==> config.mk <==
export PLATFORM = sky130hd
export DESIGN_NAME = watch_mode_ctrl
export DESIGN_NICKNAME = d
export VERILOG_FILES = /design/src/rtl/watch_pkg.sv /design/src/rtl/btn_edge.sv /design/src/rtl/watch_mode_ctrl.sv
export SDC_FILE = /design/constraint.sdc
export NUM_CORES = 1
export LEC_CHECK = 0
export BUFFER_PORTS_ARGS = -buffer_cell sky130_fd_sc_hd__buf_2
export CAP_MARGIN = 20
export CELL_PAD_IN_SITES_DETAIL_PLACEMENT = 0
export CELL_PAD_IN_SITES_GLOBAL_PLACEMENT = 1
export CORE_ASPECT_RATIO = 0.75
export CORE_MARGIN = 1.5
export CORE_UTILIZATION = 45
export CTS_CLUSTER_SIZE = 10
export DETAILED_ROUTE_END_ITERATION = 16
export PLACE_DENSITY = 0.8
export SLEW_MARGIN = 5
export SYNTH_ARGS = -nofsm -noshare
export SYNTH_HDL_FRONTEND = slang
export SYNTH_HIERARCHICAL = 1
export SYNTH_SLANG_ARGS = --single-unit
==> constraint.sdc <==
create_clock -name clk100MHz -period 2 [get_ports clk100MHz]
set_clock_uncertainty 0.15 [all_clocks]
set_input_delay 0 -clock clk100MHz [delete_from_list [all_inputs] [get_ports clk100MHz]]
set_output_delay 0 -clock clk100MHz [all_outputs]
set_load 0.01 [all_outputs]
==> src/rtl/watch_pkg.sv <==
// Shared types and constants for the watch datapath: mode codes, sequencer
// states, button indices and the tick counter width helper.
package watch_pkg;

  localparam logic [1:0] MODE_CLOCK = 2'b00;
  localparam logic [1:0] MODE_SW    = 2'b01;
  localparam logic [1:0] MODE_TIMER = 2'b10;

  typedef enum logic {
    ST_RUN  = 1'b0,
    ST_RING = 1'b1
  } st_e;

  localparam int NUM_BTN     = 5;
  localparam int BTN_MODE    = 0;
  localparam int BTN_START   = 1;
  localparam int BTN_CLR     = 2;
  localparam int BTN_MIN     = 3;
  localparam int BTN_FIVESEC = 4;

  localparam int CLK_HZ_DEF = 100_000_000;

  function automatic int cnt_w(input int n);
    return (n < 2) ? 1 : $clog2(n);
  endfunction

  localparam int TICK_W = cnt_w(CLK_HZ_DEF);

  function automatic logic [1:0] mode_next(input logic [1:0] m);
    case (m)
      MODE_CLOCK: return MODE_SW;
      MODE_SW:    return MODE_TIMER;
      default:    return MODE_CLOCK;
    endcase
  endfunction

endpackage

==> src/rtl/btn_edge.sv <==
// Per-button rising-edge detector: one registered strobe per low-to-high
// transition of an already synchronised button level.
module btn_edge (
  input  logic clk100MHz,
  input  logic rst,
  input  logic btn,
  output logic strobe
);

  logic prev;

  always_ff @(posedge clk100MHz) begin
    if (!rst) begin
      prev   <= 1'b0;
      strobe <= 1'b0;
    end else begin
      prev   <= btn;
      strobe <= btn & ~prev;
    end
  end

endmodule

==> src/rtl/watch_mode_ctrl.sv <==
// Watch sequencer: 1 Hz tick, button strobe arbitration, mode select and the
// timer-expiry ring. Optional idle auto-return to clock mode: WATCH_AUTO_RETURN_EN.
module watch_mode_ctrl
  import watch_pkg::*;
#(
  parameter int CLK_HZ   = CLK_HZ_DEF,
  parameter int RING_SEC = 10,
  parameter int IDLE_SEC = 30
) (
  input  logic       clk100MHz,
  input  logic       rst,
  input  logic       btn_mode,
  input  logic       btn_start,
  input  logic       btn_clr,
  input  logic       btn_min,
  input  logic       btn_fivesec,
  input  logic       timer_zero,
  output logic [1:0] sel,
  output logic       tick_1hz,
  output logic       start_pulse,
  output logic       clr_pulse,
  output logic       min_pulse,
  output logic       fivesec_pulse,
  output logic       ringing,
  output logic       beep
);

  localparam int CW = (CLK_HZ == CLK_HZ_DEF) ? TICK_W : cnt_w(CLK_HZ);
  localparam int SW = cnt_w(RING_SEC + 1);

  localparam logic [CW-1:0] CNT_MAX = CW'(CLK_HZ - 1);
  localparam logic [CW-1:0] CNT_Q1  = CW'(CLK_HZ / 4);
  localparam logic [CW-1:0] CNT_H   = CW'(CLK_HZ / 2);
  localparam logic [CW-1:0] CNT_Q3  = CW'((3 * CLK_HZ) / 4);
  localparam logic [SW-1:0] RING_LAST = SW'(RING_SEC - 1);

  logic [CW-1:0]      cnt;
  logic [NUM_BTN-1:0] btn_v, edg;
  logic               any_edge;
  logic               tz_prev;
  logic               expire;

  st_e         st, st_nxt;
  logic [1:0]  sel_q, sel_nxt;
  logic        armed, armed_nxt;
  logic [SW-1:0] ring_cnt, ring_nxt;

  // 1 Hz timebase shared by all counter blocks and the beep phase
  always_ff @(posedge clk100MHz) begin
    if (!rst)                cnt <= '0;
    else if (cnt == CNT_MAX) cnt <= '0;
    else                     cnt <= cnt + 1'b1;
  end

  assign tick_1hz = (cnt == CNT_MAX);

  assign btn_v = {btn_fivesec, btn_min, btn_clr, btn_start, btn_mode};

  btn_edge u_edge [NUM_BTN-1:0] (
    .clk100MHz (clk100MHz),
    .rst       (rst),
    .btn       (btn_v),
    .strobe    (edg)
  );

  assign any_edge = |edg;

  always_ff @(posedge clk100MHz) begin
    if (!rst) tz_prev <= 1'b0;
    else      tz_prev <= timer_zero;
  end

  // Expiry is judged ahead of the buttons so a same-cycle press cannot mask it
  assign expire = (st == ST_RUN) & armed & timer_zero & ~tz_prev;

`ifdef WATCH_AUTO_RETURN_EN
  localparam int IW = cnt_w(IDLE_SEC + 1);
  localparam logic [IW-1:0] IDLE_TOP = IW'(IDLE_SEC);

  logic [IW-1:0] idle_cnt;
  logic          idle_hit;

  always_ff @(posedge clk100MHz) begin
    if (!rst)                                idle_cnt <= '0;
    else if (any_edge)                       idle_cnt <= '0;
    else if (tick_1hz && idle_cnt != IDLE_TOP) idle_cnt <= idle_cnt + 1'b1;
  end

  assign idle_hit = (idle_cnt == IDLE_TOP);
`endif

  always_comb begin
    st_nxt        = st;
    sel_nxt       = sel_q;
    armed_nxt     = armed;
    ring_nxt      = ring_cnt;
    start_pulse   = 1'b0;
    clr_pulse     = 1'b0;
    min_pulse     = 1'b0;
    fivesec_pulse = 1'b0;
    case (st)
      ST_RUN: begin
        if (expire) begin
          st_nxt    = ST_RING;
          armed_nxt = 1'b0;
          ring_nxt  = '0;
        end else if (edg[BTN_MODE]) begin
          sel_nxt = mode_next(sel_q);
        end else if (edg[BTN_START]) begin
          start_pulse = 1'b1;
          if (sel_q == MODE_TIMER && !timer_zero) armed_nxt = 1'b1;
        end else if (edg[BTN_CLR]) begin
          clr_pulse = 1'b1;
          armed_nxt = 1'b0;
        end else if (edg[BTN_MIN]) begin
          min_pulse = 1'b1;
        end else if (edg[BTN_FIVESEC]) begin
          fivesec_pulse = 1'b1;
        end
`ifdef WATCH_AUTO_RETURN_EN
        if (!expire && !any_edge && idle_hit && sel_q != MODE_CLOCK && !armed)
          sel_nxt = MODE_CLOCK;
`endif
      end
      ST_RING: begin
        // any button acknowledges the ring and is swallowed
        if (any_edge || (tick_1hz && ring_cnt == RING_LAST)) st_nxt = ST_RUN;
        else if (tick_1hz)                                    ring_nxt = ring_cnt + 1'b1;
      end
      default: st_nxt = ST_RUN;
    endcase
  end

  always_ff @(posedge clk100MHz) begin
    if (!rst) begin
      st       <= ST_RUN;
      sel_q    <= MODE_CLOCK;
      armed    <= 1'b0;
      ring_cnt <= '0;
    end else begin
      st       <= st_nxt;
      sel_q    <= sel_nxt;
      armed    <= armed_nxt;
      ring_cnt <= ring_nxt;
    end
  end

  assign sel     = sel_q;
  assign ringing = (st == ST_RING);
  assign beep    = ringing & ((cnt < CNT_Q1) | ((cnt >= CNT_H) & (cnt < CNT_Q3)));

endmodule

# Word level (Yosys, flattened, before mapping)

Index checks and enable logic that the tools add are counted.

Magnitude comparators: 3
Bitwise operators: 20
Mux-type cells: 35
Add/sub/neg operators: 2
Eq/ne operators: 9
Reduce and logical (&&, ||, !) cells: 11

Operators by type and width:

| cell                                                                            | number |
|---|---|
| 1-bit 2-to-1 mux                                                                | 29 |
| 27-bit by 1-bit adder with 27-bit output (second input constant)                | 1 |
| 27-bit equality test (second input constant)                                    | 1 |
| 27-bit by 26-bit >= comparator with 1-bit output (second input constant)        | 1 |
| 27-bit by 25-bit less-than comparator with 1-bit output (second input constant) | 1 |
| 27-bit less-than comparator (second input constant)                             | 1 |
| 4-bit 2-to-1 mux                                                                | 3 |
| 1-bit bitwise AND                                                               | 10 |
| 1-bit NOT                                                                       | 9 |
| 2-bit != test (second input constant)                                           | 4 |
| 4-bit case mux with 2 select lines                                              | 1 |
| 3-bit AND reduction                                                             | 2 |
| 5-bit OR reduction                                                              | 1 |
| 4-bit by 1-bit adder with 4-bit output (second input constant)                  | 1 |
| 4-bit equality test (second input constant)                                     | 1 |
| 2-bit case mux with 2 select lines                                              | 1 |
| 4-bit AND reduction                                                             | 1 |
| 3-bit != test (second input constant)                                           | 1 |
| 3-bit nonzero test                                                              | 1 |
| 2-bit by 1-bit equality test with 1-bit output (second input constant)          | 1 |
| 2-bit equality test (second input constant)                                     | 1 |
| 1-bit logical AND                                                               | 2 |
| 2-bit zero test                                                                 | 1 |
| 1-bit case mux with 2 select lines                                              | 1 |
| other kinds (4)                                                                 | 4 |

Logic and storage cells: 96
Output and inout bits: 9
Register bits after elaboration: 46

# Longest topological paths before layout

Gate-level depths: netlist of run 1.

Depth in word-level cells: 7
Depth in mapped cells: 7
Mapped depth without buffers: 7

# Cells and area by module

Netlist of run 1, hierarchy kept.

By module, submodules not included:

| module          | times used | cells an instance | area an instance (um^2) | seq. area each (um^2) |
|---|---|---|---|---|
| watch_mode_ctrl | 1          | 227               | 1,941.9                 | 720.7 |
| btn_edge        | 5          | 4                 | 55.1                    | 40.0 |

# Least setup slack after synthesis of run 1

OpenSTA, ideal clock, no wires.

Path type: flip-flop to output port
Start: register cnt[8]
End: output beep
Data arrival time: 1.745 ns
Path slack: 0.105 ns
Stages on the path, launching flop included: 6
Buffers on the path: 1
Cells stage by stage: dfxtp_1 > buf_6 > or3_1 > or4_1 > and3_1 > o41ai_2

Cells in the longest elaborated chain, start to end: 4

Ends and longest elaborated chain:

| what                                                                                                   | line                   | text |
|---|---|---|
| start: declaration                                                                                     | watch_mode_ctrl.sv:37  | `logic [CW-1:0] cnt;` |
| start signal: assignment                                                                               | watch_mode_ctrl.sv:52  | `else cnt <= cnt + 1'b1;` |
| 27-bit by 26-bit >= comparator with 1-bit output / 27-bit less-than comparator (equally long branches) | watch_mode_ctrl.sv:150 | `assign beep = ringing & ((cnt < CNT_Q1) \| ((cnt >= CNT_H) & (cnt < CNT_Q3)));` |
| 1-bit bitwise AND                                                                                      | watch_mode_ctrl.sv:150 |  |
| 1-bit bitwise OR *                                                                                     | watch_mode_ctrl.sv:150 |  |
| 1-bit bitwise AND *                                                                                    | watch_mode_ctrl.sv:150 |  |
| end: declaration                                                                                       | watch_mode_ctrl.sv:25  | `output logic beep` |

Mark *: on every way between the ends. The rest lies on a longest branch, timed or not.

# Worst setup path in the final report of run 1

Start: register cnt[9]
End: output beep

Same word-level chain as after synthesis.

==> results.json, run 1 <==
{
  "area_delta_synth_final_pct": 26.5,
  "relSlewSlack": 0.749,
  "drt.antenna.violating_nets": 0,
  "hp-start": "cnt[0]$_SDFF_PP0_",
  "yosys_warnings": 6,
  "critPathLaunchType": "register",
  "synth_top_family_by_area": "simple AND/OR/NAND/NOR gates",
  "r2r-start": "ringing$_SDFF_PN0_",
  "port_buffers": 16,
  "avgSynthCellArea_um2": 8.98,
  "timing.fmax_mhz": 435,
  "multi_input_area_um2": 1240,
  "leakage_nw": 1.16,
  "antenna_found_initial": 0,
  "holdWs_ns": 0.330,
  "mappedNetlistNets": 258,
  "grt_max_degree": 25,
  "fillCellCount": 396,
  "vdd_ir_drop_max_mv": 0.444,
  "synthArstFlopShare": 0,
  "viasPerCell": 5.38,
  "ys_seq_elements": 46,
  "synth_compound_area_frac": 0.0931,
  "r2r_cells": 5,
  "yosysSeqAreaShare": 0.415,
  "cts_sinks": 46,
  "synth_cells": 247,
  "num-nets-final": 314,
  "synth_edf_count": 0,
  "cts_buffers": 5,
  "cap_violations": 0,
  "layout-drive-gt1-share": 0.240,
  "insertion_delay_ns": 0.30,
  "grt_pass1_wl_um": 8510,
  "start_util": 0.482,
  "place_ws_ns": -0.0114,
  "yosysMostFrequentCell": "dfxtp_1",
  "final.setup.worst_slack_ns": -0.300,
  "synth.distinct_cells": 48,
  "place_congestion": 0.821,
  "hold_viol_final": 0,
  "fin_crit_sh": 1.15,
  "setup_viol_count_final": 1,
  "yosys_most_used_dff": "dfxtp_1",
  "coreArea_um2": 4600,
  "status": "finished, violations left",
  "synthTopCellsByCount": "dfxtp_1 (46), nor2_1 (35), nand2_1 (13), xor2_1 (13)",
  "worstHoldPathCells": 1,
  "die_w_um": 84.1,
  "slowest_stage": "or4_4",
  "route.vias.total": 1941,
  "synthTopCellsByArea": "dfxtp_1 (42%), nor2_1 (5.9%), xor2_1 (5.1%)",
  "cts_tree": "done",
  "fin_tns_setup_ns": -0.300,
  "synth_largest_area_cell": "dfxtp_1",
  "path_max_fanout": 2,
  "syn_area_um2": 2220,
  "postLayoutCoreUtil": 0.610,
  "htree_num_levels": 2,
  "path_cells": "or3_4, or4_4, and3_4, o41ai_2, buf_2",
  "cts_max_path_buffers": 2,
  "grt-ovfl-total": 0,
  "first_pass_iters": 4,
  "hpwl_um": 3660,
  "crit_arrival_ns": 2.15,
  "seq_area_um2": 925,
  "grt_use_total": 0.200,
  "die_area_um2": 5360,
  "failed_checks": "negative setup slack",
  "avgRoutedWirePerCell_um": 14.2,
  "drtIter0Drc": 85,
  "cp.required_ns": 1.85,
  "root_buffer": "clkbuf_8",
  "grt_pass1_vias": 1737,
  "r2r_slack_ns": 0.12,
  "period_minus_slack_ns": 2.30,
  "finalMaxSlewViolations": 0,
  "drcViolationCount": 0,
  "r2r-end": "ring_cnt[0]$_SDFFE_PN0P_",
  "end_kind": "output pin",
  "cpPeakStageDelay_ns": 0.51,
  "muxShareOfSynthArea": 0.00451,
  "hold_end": "cnt[0]$_SDFF_PP0_",
  "cts_setup_buffers": 0,
  "synth-simple-area-share": 0.329,
  "rsz0062_at_grt": "true",
  "synth_top_area_share": 0.415,
  "n_antenna_cell": 0,
  "path_clk_slew_ns": 0.09,
  "hp-class": "reg2reg",
  "worst_slew_pin_slew_ns": 0.373,
  "synth-xor-area-share": 0.0948,
  "die_h_um": 63.8,
  "crit_type": "reg2out",
  "num_io_pins": 17,
  "wirelength_um": 5120,
  "p_per_area_nw_per_um2": 580,
  "row_count": 21,
  "synthAdderAreaFrac": 0.0169
}
==> flip-flops by register name, summed over array words and instances, names as in the netlist <==
signal	cells
u_edge/prev	5
ring_cnt	4
tz_prev	1
ringing	1
u_edge/strobe	5
cnt	27
armed	1
sel	2
==> power by group <==
part           internal, W  total [W]  switching, W
logic            0.0000539  0.0000978     0.0000439
registers         0.000934   0.000948     0.0000135
clock network     0.000250   0.000580      0.000330
==> placed cells by master (no fill, tap or decap), types with 3 or more instances in the layout <==
| cell | instances |
|---|---|
| dfxtp_1 | 43 |
| nor2_1 | 35 |
| buf_4 | 29 |
| buf_2 | 16 |
| nand2_1 | 13 |
| xor2_1 | 13 |
| dlygate4sd3_1 | 13 |
| xnor2_1 | 11 |
| and3_1 | 10 |
| nand4_1 | 10 |
| and2_1 | 10 |
| a21oi_1 | 9 |
| nor3_1 | 7 |
| nand3_1 | 6 |
| and3b_1 | 6 |
| nor4_1 | 5 |
| clkbuf_8 | 5 |
| o21ai_0 | 4 |
| inv_1 | 3 |
| a211oi_1 | 3 |
| ha_1 | 3 |
| dfxtp_2 | 3 |
==> routing by layer <==
| layer | vias up | global-route usage | part of all wire | wire length [um] |
|---|---|---|---|---|
| met1 | 899 | 0.318 | 0.55 | 2800 |
| met3 | 2 | 0.0426 | 0.050 | 254 |
| met4 | 0 | 0.0369 | 0.0043 | 22 |
| li1 | 1001 | - | - | - |
| met5 | - | 0 | 0 | 0 |
| met2 | 39 | 0.277 | 0.40 | 2050 |
==> stage by stage <==
stage	area, um^2	instances	power [W]
final	2800	361	0.00163
after global routing	2800	361	0.00170
after CTS	2760	361	0.00164
after detailed placement	2530	340	0.00105
after global placement	2530	340	0.00104
after floorplan	2220	247	0.00101
==> critical path, delay by kind of cell, from the launching register on <==
family,cells,cell delay (ns)
buf+inv,1,0.18
compound gates,1,0.28
flops,1,0.32
simple gates,3,1.08
==> kinds of logic after synthesis <==
logic type	count (synthesis)
XOR/XNOR	24
multiplexers	1
buffers and inverters	16
flip-flops	46
adder cells (fa/ha/maj)	3
AND/OR/NAND/NOR	127
AO/OA/AOI/OAI	30
==> final cells by class <==
type	instances	area share
Multi-Input combinational cell	185	0.444
Sequential cell	46	0.330
Timing Repair Buffer	59	0.160
Tap cell	57	0.0254
Clock buffer	5	0.0245
Clock inverter	3	0.00848
Inverter	6	0.00803
==> worst max path at each step <==
stage | start | end | slack (ns) | cells past startpoint
6_report | cnt[9]$_SDFF_PP0_ | beep | -0.30 | 5
5_1_grt | cnt[9]$_SDFF_PP0_ | beep | -0.34 | 5
4_1_cts | cnt[9]$_SDFF_PP0_ | beep | -0.32 | 5
3_5_place_dp | cnt[4]$_SDFF_PP0_ | beep | -0.01 | 6
3_3_place_gp | cnt[10]$_SDFF_PP0_ | beep | 0.007 | 5
2_1_floorplan | cnt[8]$_SDFF_PP0_ | beep | 0.11 | 5
==> repair_timing <==
action,CTS,global route
endpoints found under the setup margin,1,11
gates resized for setup,3,12
hold buffers,13,0
pin swaps,1,2
endpoints found under the hold margin,14,0
Note: power is estimated with default switching activity, not from simulation.
==> run 2: changes to the inputs <==
CORE_ASPECT_RATIO = not set   (was 0.75)
CORE_MARGIN = not set   (was 1.5)
TNS_END_PERCENT = 1   (was not set)
==> results.json, run 2 (synthesis results as in run 1) <==
{
  "path_cells": "or3_4, or4_4, and3_4, o41ai_2, buf_2",
  "worst_slew_pin_slew_ns": 0.439,
  "p_per_area_nw_per_um2": 617,
  "first_pass_iters": 4,
  "crit_arrival_ns": 2.15,
  "post_dp_cell_area_um2": 2550,
  "intPower_w": 0.00137,
  "cts_buffers": 5,
  "critPathLaunchType": "register",
  "antenna_found_initial": 0,
  "route.vias.total": 1982,
  "status": "finished, violations left",
  "power.net_switching_w": 0.000391,
  "hpwl_um": 3600,
  "timing.fmax_mhz": 435,
  "reg.largest.list": "cnt (27), u_edge/prev (5), u_edge/strobe (5)",
  "crit_type": "reg2out",
  "die_h_um": 72.2,
  "root_buffer": "clkbuf_8",
  "failed_checks": "negative setup slack",
  "num_io_pins": 17,
  "fin_cells": 372,
  "cts_max_path_buffers": 2,
  "fin_tns_setup_ns": -0.297,
  "relSlewSlack": 0.705,
  "die_w_um": 72.2,
  "numPlacedInstances": 351,
  "end_kind": "output pin",
  "grt_max_degree": 19,
  "row_count": 25,
  "drcViolationCount": 0,
  "grt_use_total": 0.218,
  "layout-drive-gt1-share": 0.239,
  "grt-ovfl-total": 0,
  "wirelength_um": 5100,
  "largest_register": "cnt",
  "start_util": 0.469,
  "finalMaxSlewViolations": 0,
  "hold_viol_final": 0,
  "cts_setup_buffers": 0,
  "grt_pass1_wl_um": 8730,
  "hp-class": "in2reg",
  "cts_tree": "done",
  "insertion_delay_ns": 0.31,
  "n_antenna_cell": 0,
  "clkPwrFrac": 0.403,
  "period_minus_slack_ns": 2.30,
  "netSwitchingFraction": 0.223,
  "seqPwrFrac": 0.538,
  "crit_buf_inv": 1,
  "cts_sinks": 46,
  "cp.required_ns": 1.85,
  "drtIter0Drc": 82,
  "viasPerCell": 5.33,
  "vdd_ir_drop_max_mv": 0.451,
  "drt.antenna.violating_nets": 0,
  "final_common_cell": "dfxtp_1",
  "slowest_stage": "or4_4",
  "mostFrequentLayoutCells": "dfxtp_1 (45), nor2_1 (34), buf_4 (30), buf_2 (16)",
  "coreArea_um2": 4720,
  "postLayoutCoreUtil": 0.603,
  "grt_pass1_vias": 1961,
  "die_area_um2": 5210,
  "num-nets-final": 315,
  "cpPeakStageDelay_ns": 0.51,
  "rsz0062_at_grt": "true",
  "crit_family": "simple AND/OR/NAND/NOR gates",
  "cap_violations": 0,
  "place_congestion": 0.896,
  "largest_reg_flops": 27,
  "p_comb_frac": 0.059,
  "path_clk_slew_ns": 0.09,
  "final_cell_area_um2": 2850,
  "port_buffers": 16,
  "fin_crit_sh": 1.15,
  "setup_viol_count_final": 1,
  "leakage_nw": 1.18,
  "avgRoutedWirePerCell_um": 13.7,
  "area_delta_synth_final_pct": 28.4,
  "htree_num_levels": 2,
  "final.setup.worst_slack_ns": -0.297,
  "path_max_fanout": 2
}
[run 2: routing by layer]
| layer | vias up | wire length, um | part of all wire | GRT usage |
|---|---|---|---|---|
| met2 | 31 | 2350 | 0.46 | 0.340 |
| li1 | 999 | - | - | - |
| met1 | 942 | 2520 | 0.49 | 0.293 |
| met4 | 0 | 106 | 0.021 | 0.100 |
| met5 | - | 0 | 0 | 0 |
| met3 | 10 | 121 | 0.024 | 0.0431 |
[run 2: area by class of cell]
cell class                      count  area (um^2)
Fill cell                         438         1880
Multi-Input combinational cell    185         1250
Sequential cell                    46          922
Timing Repair Buffer               60          455
Tap cell                           67         83.8
Clock buffer                        5         68.8
Clock inverter                      3         43.8
Inverter                            6         22.5
[run 2: metrics by stage]
step                      hold WS [ns]  power (W)  setup WS, ns
after floorplan                -0.0283    0.00101         0.105
after global placement          0.0665    0.00105        0.0350
after detailed placement        0.0688    0.00105        0.0187
after CTS                        0.312    0.00178        -0.324
after global routing             0.323    0.00182        -0.382
final                            0.325    0.00176        -0.297
[run 2: worst reg2reg max path: cells and delay by family (launching register included)]
family          cells  cell delay (ns)
simple gates        2             0.89
buf+inv             1             0.04
compound gates      2             0.37
flops               1             0.35
[run 2: worst paths after layout]
check | startpoint | to | slack [ns] | depth (start not counted)
worst min-delay path | btn_mode | u_edge[0]/strobe$_SDFF_PN0_ | 0.33 | 3
worst min register to register | cnt[0]$_SDFF_PP0_ | cnt[0]$_SDFF_PP0_ | 0.33 | 1
worst max register to register | ringing$_SDFF_PN0_ | ring_cnt[0]$_SDFFE_PN0P_ | 0.11 | 5
worst max-delay path | cnt[10]$_SDFF_PP0_ | beep | -0.30 | 5
[run 2: what timing repair did]
| item | in CTS | in global routing |
|---|---|---|
| endpoints found under the setup margin | 1 | 10 |
| resized for setup | 2 | 11 |
| hold buffers | 13 | 0 |
| hold endpoints to repair | 14 | 0 |
[run 2: power by group through the flow]
stage	Combinational (W)	Clock (W)	Sequential, W
after global placement	0.0000802	0	0.000967
final	0.000103	0.000708	0.000946
after detailed placement	0.0000813	0	0.000966
after CTS	0.000101	0.000730	0.000945
after global routing	0.000115	0.000756	0.000949
after floorplan	0.0000418	0	0.000966
